--- src/rtl/dest_reg_pipe.sv ---
// dest_reg_pipe: decodes the ID-stage destination register, carries it through EX/MEM/WB,
// and produces forwarding selects plus the load-use stall request for the ID read ports.
module dest_reg_pipe #(
    parameter logic [3:0] REG_SP = 4'b1000,
    parameter logic [3:0] REG_T  = 4'b1001,
    parameter logic [3:0] REG_IH = 4'b1010,
    parameter logic [3:0] REG_RA = 4'b1011
) (
    input  logic        clk,
    input  logic        rst,
    input  logic [15:0] id_instr,
    input  logic        id_valid,
    input  logic [3:0]  rd_a,
    input  logic [3:0]  rd_b,
    input  logic        rd_a_used,
    input  logic        rd_b_used,
    input  logic        stall,
    input  logic        flush,
    output logic [3:0]  ex_wreg,
    output logic [3:0]  mem_wreg,
    output logic [3:0]  wb_wreg,
    output logic        ex_wen,
    output logic        mem_wen,
    output logic        wb_wen,
    output logic        ex_load,
    output logic [1:0]  fwd_a,
    output logic [1:0]  fwd_b,
    output logic        load_use
);
    logic [4:0] w_op;
    logic [7:0] w_lo8;
    logic [4:0] w_lo5;
    logic [3:0] w_rx, w_ry, w_rz;
    logic [3:0] w_dec_wreg;
    logic       w_dec_wen, w_dec_load, w_bubble;
    logic [3:0] r_ex_wreg, r_mem_wreg, r_wb_wreg;
    logic       r_ex_wen, r_mem_wen, r_wb_wen, r_ex_load;

    assign w_op  = id_instr[15:11];
    assign w_lo8 = id_instr[7:0];
    assign w_lo5 = id_instr[4:0];
    assign w_rx  = {1'b0, id_instr[10:8]};
    assign w_ry  = {1'b0, id_instr[7:5]};
    assign w_rz  = {1'b0, id_instr[4:2]};

    always_comb begin
        w_dec_wen  = 1'b1;
        w_dec_wreg = 4'b0000;
        w_dec_load = 1'b0;
        case (w_op)
            5'b01001, 5'b01101, 5'b01111, 5'b00110: w_dec_wreg = w_rx;
            5'b10010: begin
                w_dec_wreg = w_rx;
                w_dec_load = 1'b1;
            end
            5'b01000: w_dec_wreg = w_ry;
            5'b10011: begin
                w_dec_wreg = w_ry;
                w_dec_load = 1'b1;
            end
            5'b11100: w_dec_wreg = w_rz;
            5'b01110, 5'b01010, 5'b01011: w_dec_wreg = REG_T;
            5'b01100: begin
                if (id_instr[10:8] == 3'b011 || id_instr[10:8] == 3'b100) w_dec_wreg = REG_SP;
                else w_dec_wen = 1'b0;
            end
            // 11101 shares one opcode between ALU ops, compares, MFPC, JALR and JR variants
            5'b11101: begin
                if (w_lo8 == 8'h40) w_dec_wreg = w_rx;
                else if (w_lo8 == 8'hC0) w_dec_wreg = REG_RA;
                else if (w_lo5 == 5'b01100 || w_lo5 == 5'b01011 || w_lo5 == 5'b01111 || w_lo5 == 5'b01101) w_dec_wreg = w_rx;
                else if (w_lo5 == 5'b01010 || w_lo5 == 5'b00010 || w_lo5 == 5'b00011) w_dec_wreg = REG_T;
                else w_dec_wen = 1'b0;
            end
            5'b11110: begin
                if (w_lo8 == 8'h00) w_dec_wreg = w_rx;
                else if (w_lo8 == 8'h01) w_dec_wreg = REG_IH;
                else w_dec_wen = 1'b0;
            end
            default: w_dec_wen = 1'b0;
        endcase
    end

    assign w_bubble = stall | flush | ~id_valid;

    always_ff @(posedge clk or posedge rst) begin
        if (rst) begin
            r_ex_wen   <= 1'b0;
            r_ex_wreg  <= 4'b0000;
            r_ex_load  <= 1'b0;
            r_mem_wen  <= 1'b0;
            r_mem_wreg <= 4'b0000;
            r_wb_wen   <= 1'b0;
            r_wb_wreg  <= 4'b0000;
        end else begin
            r_ex_wen   <= ~w_bubble & w_dec_wen;
            r_ex_wreg  <= w_bubble ? 4'b0000 : w_dec_wreg;
            r_ex_load  <= ~w_bubble & w_dec_load;
            r_mem_wen  <= r_ex_wen;
            r_mem_wreg <= r_ex_wreg;
            r_wb_wen   <= r_mem_wen;
            r_wb_wreg  <= r_mem_wreg;
        end
    end

    function automatic logic [1:0] sel(input logic [3:0] r, input logic u);
        return !u ? 2'b00 :
               (r_ex_wen  && r_ex_wreg  == r) ? 2'b01 :
               (r_mem_wen && r_mem_wreg == r) ? 2'b10 :
               (r_wb_wen  && r_wb_wreg  == r) ? 2'b11 : 2'b00;
    endfunction

    assign fwd_a    = sel(rd_a, rd_a_used);
    assign fwd_b    = sel(rd_b, rd_b_used);
    assign load_use = r_ex_load & r_ex_wen &
                      ((rd_a_used & (r_ex_wreg == rd_a)) | (rd_b_used & (r_ex_wreg == rd_b)));

    assign ex_wreg  = r_ex_wreg;
    assign mem_wreg = r_mem_wreg;
    assign wb_wreg  = r_wb_wreg;
    assign ex_wen   = r_ex_wen;
    assign mem_wen  = r_mem_wen;
    assign wb_wen   = r_wb_wen;
    assign ex_load  = r_ex_load;
endmodule
--- config.mk ---
export PLATFORM = sky130hd
export DESIGN_NAME = dest_reg_pipe
export DESIGN_NICKNAME = d
export VERILOG_FILES = /design/src/rtl/dest_reg_pipe.sv
export SDC_FILE = /design/constraint.sdc
export NUM_CORES = 1
export LEC_CHECK = 0
export ABC_AREA = 1
export CAP_MARGIN = 40
export CORE_MARGIN = 1
export CORE_UTILIZATION = 25
export CTS_CLUSTER_SIZE = 28
export DETAILED_ROUTE_END_ITERATION = 8
export PLACE_DENSITY_LB_ADDON = 0.12
export SLEW_MARGIN = 10
export SYNTH_ARGS = -nofsm -noshare
export SYNTH_HDL_FRONTEND = slang
export SYNTH_SLANG_ARGS = --single-unit
--- constraint.sdc ---
create_clock -name clk -period 2.1 [get_ports clk]
set_input_delay 0.63 -clock clk [delete_from_list [all_inputs] [get_ports clk]]
set_output_delay 0.63 -clock clk [all_outputs]
set_load 0.02 [all_outputs]
# == After elaboration in Yosys (flattened, before gate mapping) ==
# Cells that the tools add are included.
# word_totals
register_bits,16
# classes
n_eq_ne,32
muxes,26
bitwise,11
reduce_logical,18
# ops
cell,count
$eq A5 B4 Y1 const B,13
$mux W4,8
$pmux W4 S7,1
$eq A5 B5 Y1 const B,5
$eq A4 B4 Y1,6
$mux W2,8
$reduce_or A11 Y1,1
$eq A5 B2 Y1 const B,2
$eq A8 B1 Y1 const B,1
$eq A8 B7 Y1 const B,1
$eq A8 B8 Y1 const B,1
$logic_not A8 Y1,1
$mux W1,8
$and A1 B1 Y1,6
$logic_and A1 B1 Y1,6
$logic_or A1 B1 Y1,6
$eq A5 B3 Y1 const B,1
$reduce_or A5 Y1,1
$pmux W1 S4,1
$reduce_or A2 Y1,2
$eq A3 B2 Y1 const B,1
$eq A3 B3 Y1 const B,1
$or A1 B1 Y1,3
$reduce_or A3 Y1,1
$not A1 Y1,2

# == Longest topological paths before layout ==
# logic_depth
depth_word,9
depth_mapped,9

# == Worst setup path after synthesis ==
# Ideal clock, no wire load.
# synth_path
kind,input -> output
start,in rd_b[2]
end,out fwd_b[0]
t_arrival_ns,1.531
setup_slack_ns,-0.061
path_stages,6
path_cell_list,or2_0 a21oi_1 nand2_1 nor2_1 nand2_1 a21oi_1
# synth_between
elab_chain_cells,6
word_cells_on_any_way,10
cone_classes,eq/ne (3); mux (4); reduce/logical (3)
# synth_lines
element,line_no,source
from (decl),14,"input logic [3:0] rd_b,"
$eq A4 B4 Y1,110,(r_wb_wen && r_wb_wreg == r) ? 2'b11 : 2'b00;
$logic_and A1 B1 Y1,110,
$mux W2,110,
$mux W2,109,(r_mem_wen && r_mem_wreg == r) ? 2'b10 :
$mux W2 (*),108,(r_ex_wen && r_ex_wreg == r) ? 2'b01 :
$mux W2 (*),107,return !u ? 2'b00 :
to (decl),27,"output logic [1:0] fwd_b,"
# Mark *: on every way between the ends. The rest lies on a longest branch, timed or not.

# == Worst setup path in the final report ==
# layout_path
start,in rd_a[2]
end,out fwd_a[0]
# layout_between
elab_chain_cells,6
word_cells_on_any_way,10
cone_classes,eq/ne (3); mux (4); reduce/logical (3)
# layout_lines
element,line_no,source
from (decl),13,"input logic [3:0] rd_a,"
$eq A4 B4 Y1,110,
$logic_and A1 B1 Y1,110,
$mux W2,110,
$mux W2,109,
$mux W2 (*),108,
$mux W2 (*),107,
to (decl),26,"output logic [1:0] fwd_a,"
# Marked as above.

==> run_results.csv <==
group,metric,value,unit
sta,hold_viol_final,0,
pwr,powerDensity,355.5,mW/mm^2
placed_design,hpwl,3091,um
grt,overflow,0,
clock_tree,cts-htree-levels,1,
min_path,hold_start,"mem_wen",
die,die-width,73.94,um
logic_synthesis,syn_avg_cell_area,6.131,sq um
grt,antenna_found_initial,0,
placed_design,io_buffers,51,
critical_path,reg2reg_from,"mem_wreg[2]",
sta,worst_slew_pin_slew,0.2554,ns
min_path,hold-path-cell-count,0,
grt,grt_pass1_vias,1473,
die,core,0.004848,sq mm
critical_path,critical_path_class,"input port to output port",
sta,max_freq,450.2,MHz
logic_synthesis,synth_nets,242,
critical_path,crit_path_start,"rd_a[2]",
critical_path,worst_r2r_path_depth,2,
sta,slew_headroom,0.8292,
critical_path,cp-end-kind,"output port",
sta,fin_crit,2.221,ns
clock_tree,cts.sinks,16,
critical_path,cp.arrival,1.59,ns
sta,min_period_over_period,1.058,
clock_tree,cts_tree,"done",
logic_synthesis,yosysTopAreaCell,"dfrtp_1",
logic_synthesis,synth_area_leaders,"dfrtp_1 31%, nand2_1 15%, nor2_1 12%",
sta,finalMaxSlewViolations,0,
logic_synthesis,synth_seq_cells,16,
clock_tree,hold_buffers,0,
die,num_rows,25,
pwr,ir_drop,0.1645,mV
die,die_h,73.94,um
finish,nFillCells,507,
outcome,violations,"setup timing",
grt,grt_max_degree,17,
finish,design_area,0.002145,sq mm
flow_run,maxCapViolCount,0,
pwr,power.leakage,1.071,nW
finish,fin_nets,324,
placed_design,gp_congestion,0.8075,
logic_synthesis,ys_seq_area_frac,0.3095,
route,remaining_drc_errors,0,
route,drt_iter0_drc,54,
critical_path,cp.required,1.47,ns
clock_tree,clkSlewWorstSetupHoldPaths,0.06,ns
clock_tree,clock_path_buffers,2,
sta,fin_ws,-0.1211,ns
finish,drive_above_1_share,0.2371,
clock_tree,clockRootBuffer,"clkbuf_8",
grt,grt_pass1_wl,6161,um
sta,grt_setup_unrepaired,"true",
finish,syn_to_final_growth,65.76,%
grt,grt_usage,0.1431,
logic_synthesis,synth_area,0.001294,sq mm
placed_design,placed_area,0.002079,sq mm
finish,antenna_cells,0,
placed_design,pre_cts_ws,-1.025,ns
min_path,hold_class,"flop to flop",
logic_synthesis,syn-instance-count,211,
route,drt-pass1-iter-count,4,
critical_path,crit_fanout,5,
logic_synthesis,synth_top_area_share,0.3095,
logic_synthesis,yosys_warnings,0,
clock_tree,cts_made_buffers,3,
die,initial_core_util,0.2668,
outcome,status,"finished with violations",
route,final_antenna_net_count,0,
critical_path,startpoint_type,"input port",
route,wire_per_inst,10.03,um
route,drt-total-wl,3590,um
sta,fin_skew,0.004387,ns
die,dieArea,0.005466,sq mm
clock_tree,worstSkewPairLatency,0.24,ns
die,ios,52,
route,avgViaCountPerCell,4.296,
route,vias,1538,
logic_synthesis,ys_types,22,
sta,finalSetupViolCount,5,
==> critical path, stage by stage <==
cell and delay (ns):
buf_8 0.10, or2_0 0.19, a21oi_1 0.16, nand2_1 0.08, nor2_1 0.09, nand2_1 0.07
a21oi_2 0.12, buf_4 0.15
==> sequential cells by signal, indices dropped and copies added (netlist names) <==
name and flops:
ex_wreg 4, ex_load 1, ex_wen 1, wb_wen 1, mem_wreg 4, wb_wreg 4
mem_wen 1
==> per-stage QoR <==
step / hold WS [ns] / instances / util / power (mW) / setup TNS (ns)
finish: 0.4479 / 358 / 0.4423 / 0.7623 / -0.4345
floorplan: 0.5121 / 211 / - / 0.4140 / 0
global placement: 0.4384 / 353 / 0.4289 / 0.5377 / -4.949
detailed placement: 0.4314 / 353 / 0.4289 / 0.5384 / -5.004
global route: 0.4585 / 358 / 0.4423 / 0.8112 / -0.9133
CTS: 0.4458 / 358 / 0.4387 / 0.7732 / -0.6746
==> synthesized netlist by cell type, drive strengths merged <==
master,number
nor2,47
a31oi,1
o22ai,3
xnor2,1
dfrtp,16
xor2,8
a21boi,1
nor3,1
nand4,3
or2,3
nand3,20
o21ai,8
a22oi,1
nand2,53
a21oi,12
inv,33
==> layout by cell type, fill, tap and decap left out, types with 2 or more instances in the layout <==
cell type,instances
nor2_2,7
o22ai_1,3
nor2_4,2
clkbuf_8,3
nand4_1,3
buf_4,29
or2_0,2
nor2_1,38
a21oi_2,5
dfrtp_1,16
buf_6,4
inv_1,24
dlymetal6s2s_1,2
clkdlybuf4s50_1,36
inv_2,9
buf_2,5
o21ai_1,3
nand2_1,51
xor2_1,8
a21oi_1,7
o21ai_0,4
nand3_1,19
==> routing by layer <==
layer	vias to the layer above	GRT usage	routed length [um]
met4	0	0.03205	14
met5	-	0	0
met3	2	0.01220	100
met2	33	0.2747	1870
li1	828	-	-
met1	675	0.1711	1604
==> layout make-up <==
class / count / area [sq um] / area share
timing repair buffer: 77 / 688.2 / 0.3209
tap: 67 / 83.83 / 0.03909
clock buffer: 3 / 41.29 / 0.01925
multi-input combinational: 162 / 807.0 / 0.3763
sequential: 16 / 400.4 / 0.1867
inverter: 33 / 123.9 / 0.05776
==> worst paths after layout <==
check | end | slack (ns)
worst max-delay path | fwd_a[0] | -0.12
max in group asynchronous | wb_wreg[0] | 1.23
min in group asynchronous | ex_wreg[2] | 0.69
worst min register to register | wb_wen | 0.45
worst min-delay path | wb_wen | 0.45
worst max register to register | wb_wreg[2] | 1.35
==> what timing repair did <==
action / 4_1_cts / 5_1_grt
pin swaps: 24 / 9
buffers inserted: 2 / 0
gates resized for setup: 70 / 10
endpoints found under the setup margin: 5 / 5
==> power breakdown <==
group	switching, mW	leakage (nW)	internal [mW]	total (mW)
clock network	0.0990	0.0216	0.127	0.226
logic	0.109	0.827	0.108	0.217
registers	0.00537	0.222	0.314	0.319
==> logic make-up after synthesis <==
logic type | synth area share
simple gates | 0.4255
buf+inv | 0.09575
compound gates | 0.1083
flops | 0.3095
xor+xnor | 0.06093
(Power assumes the default switching activity.)
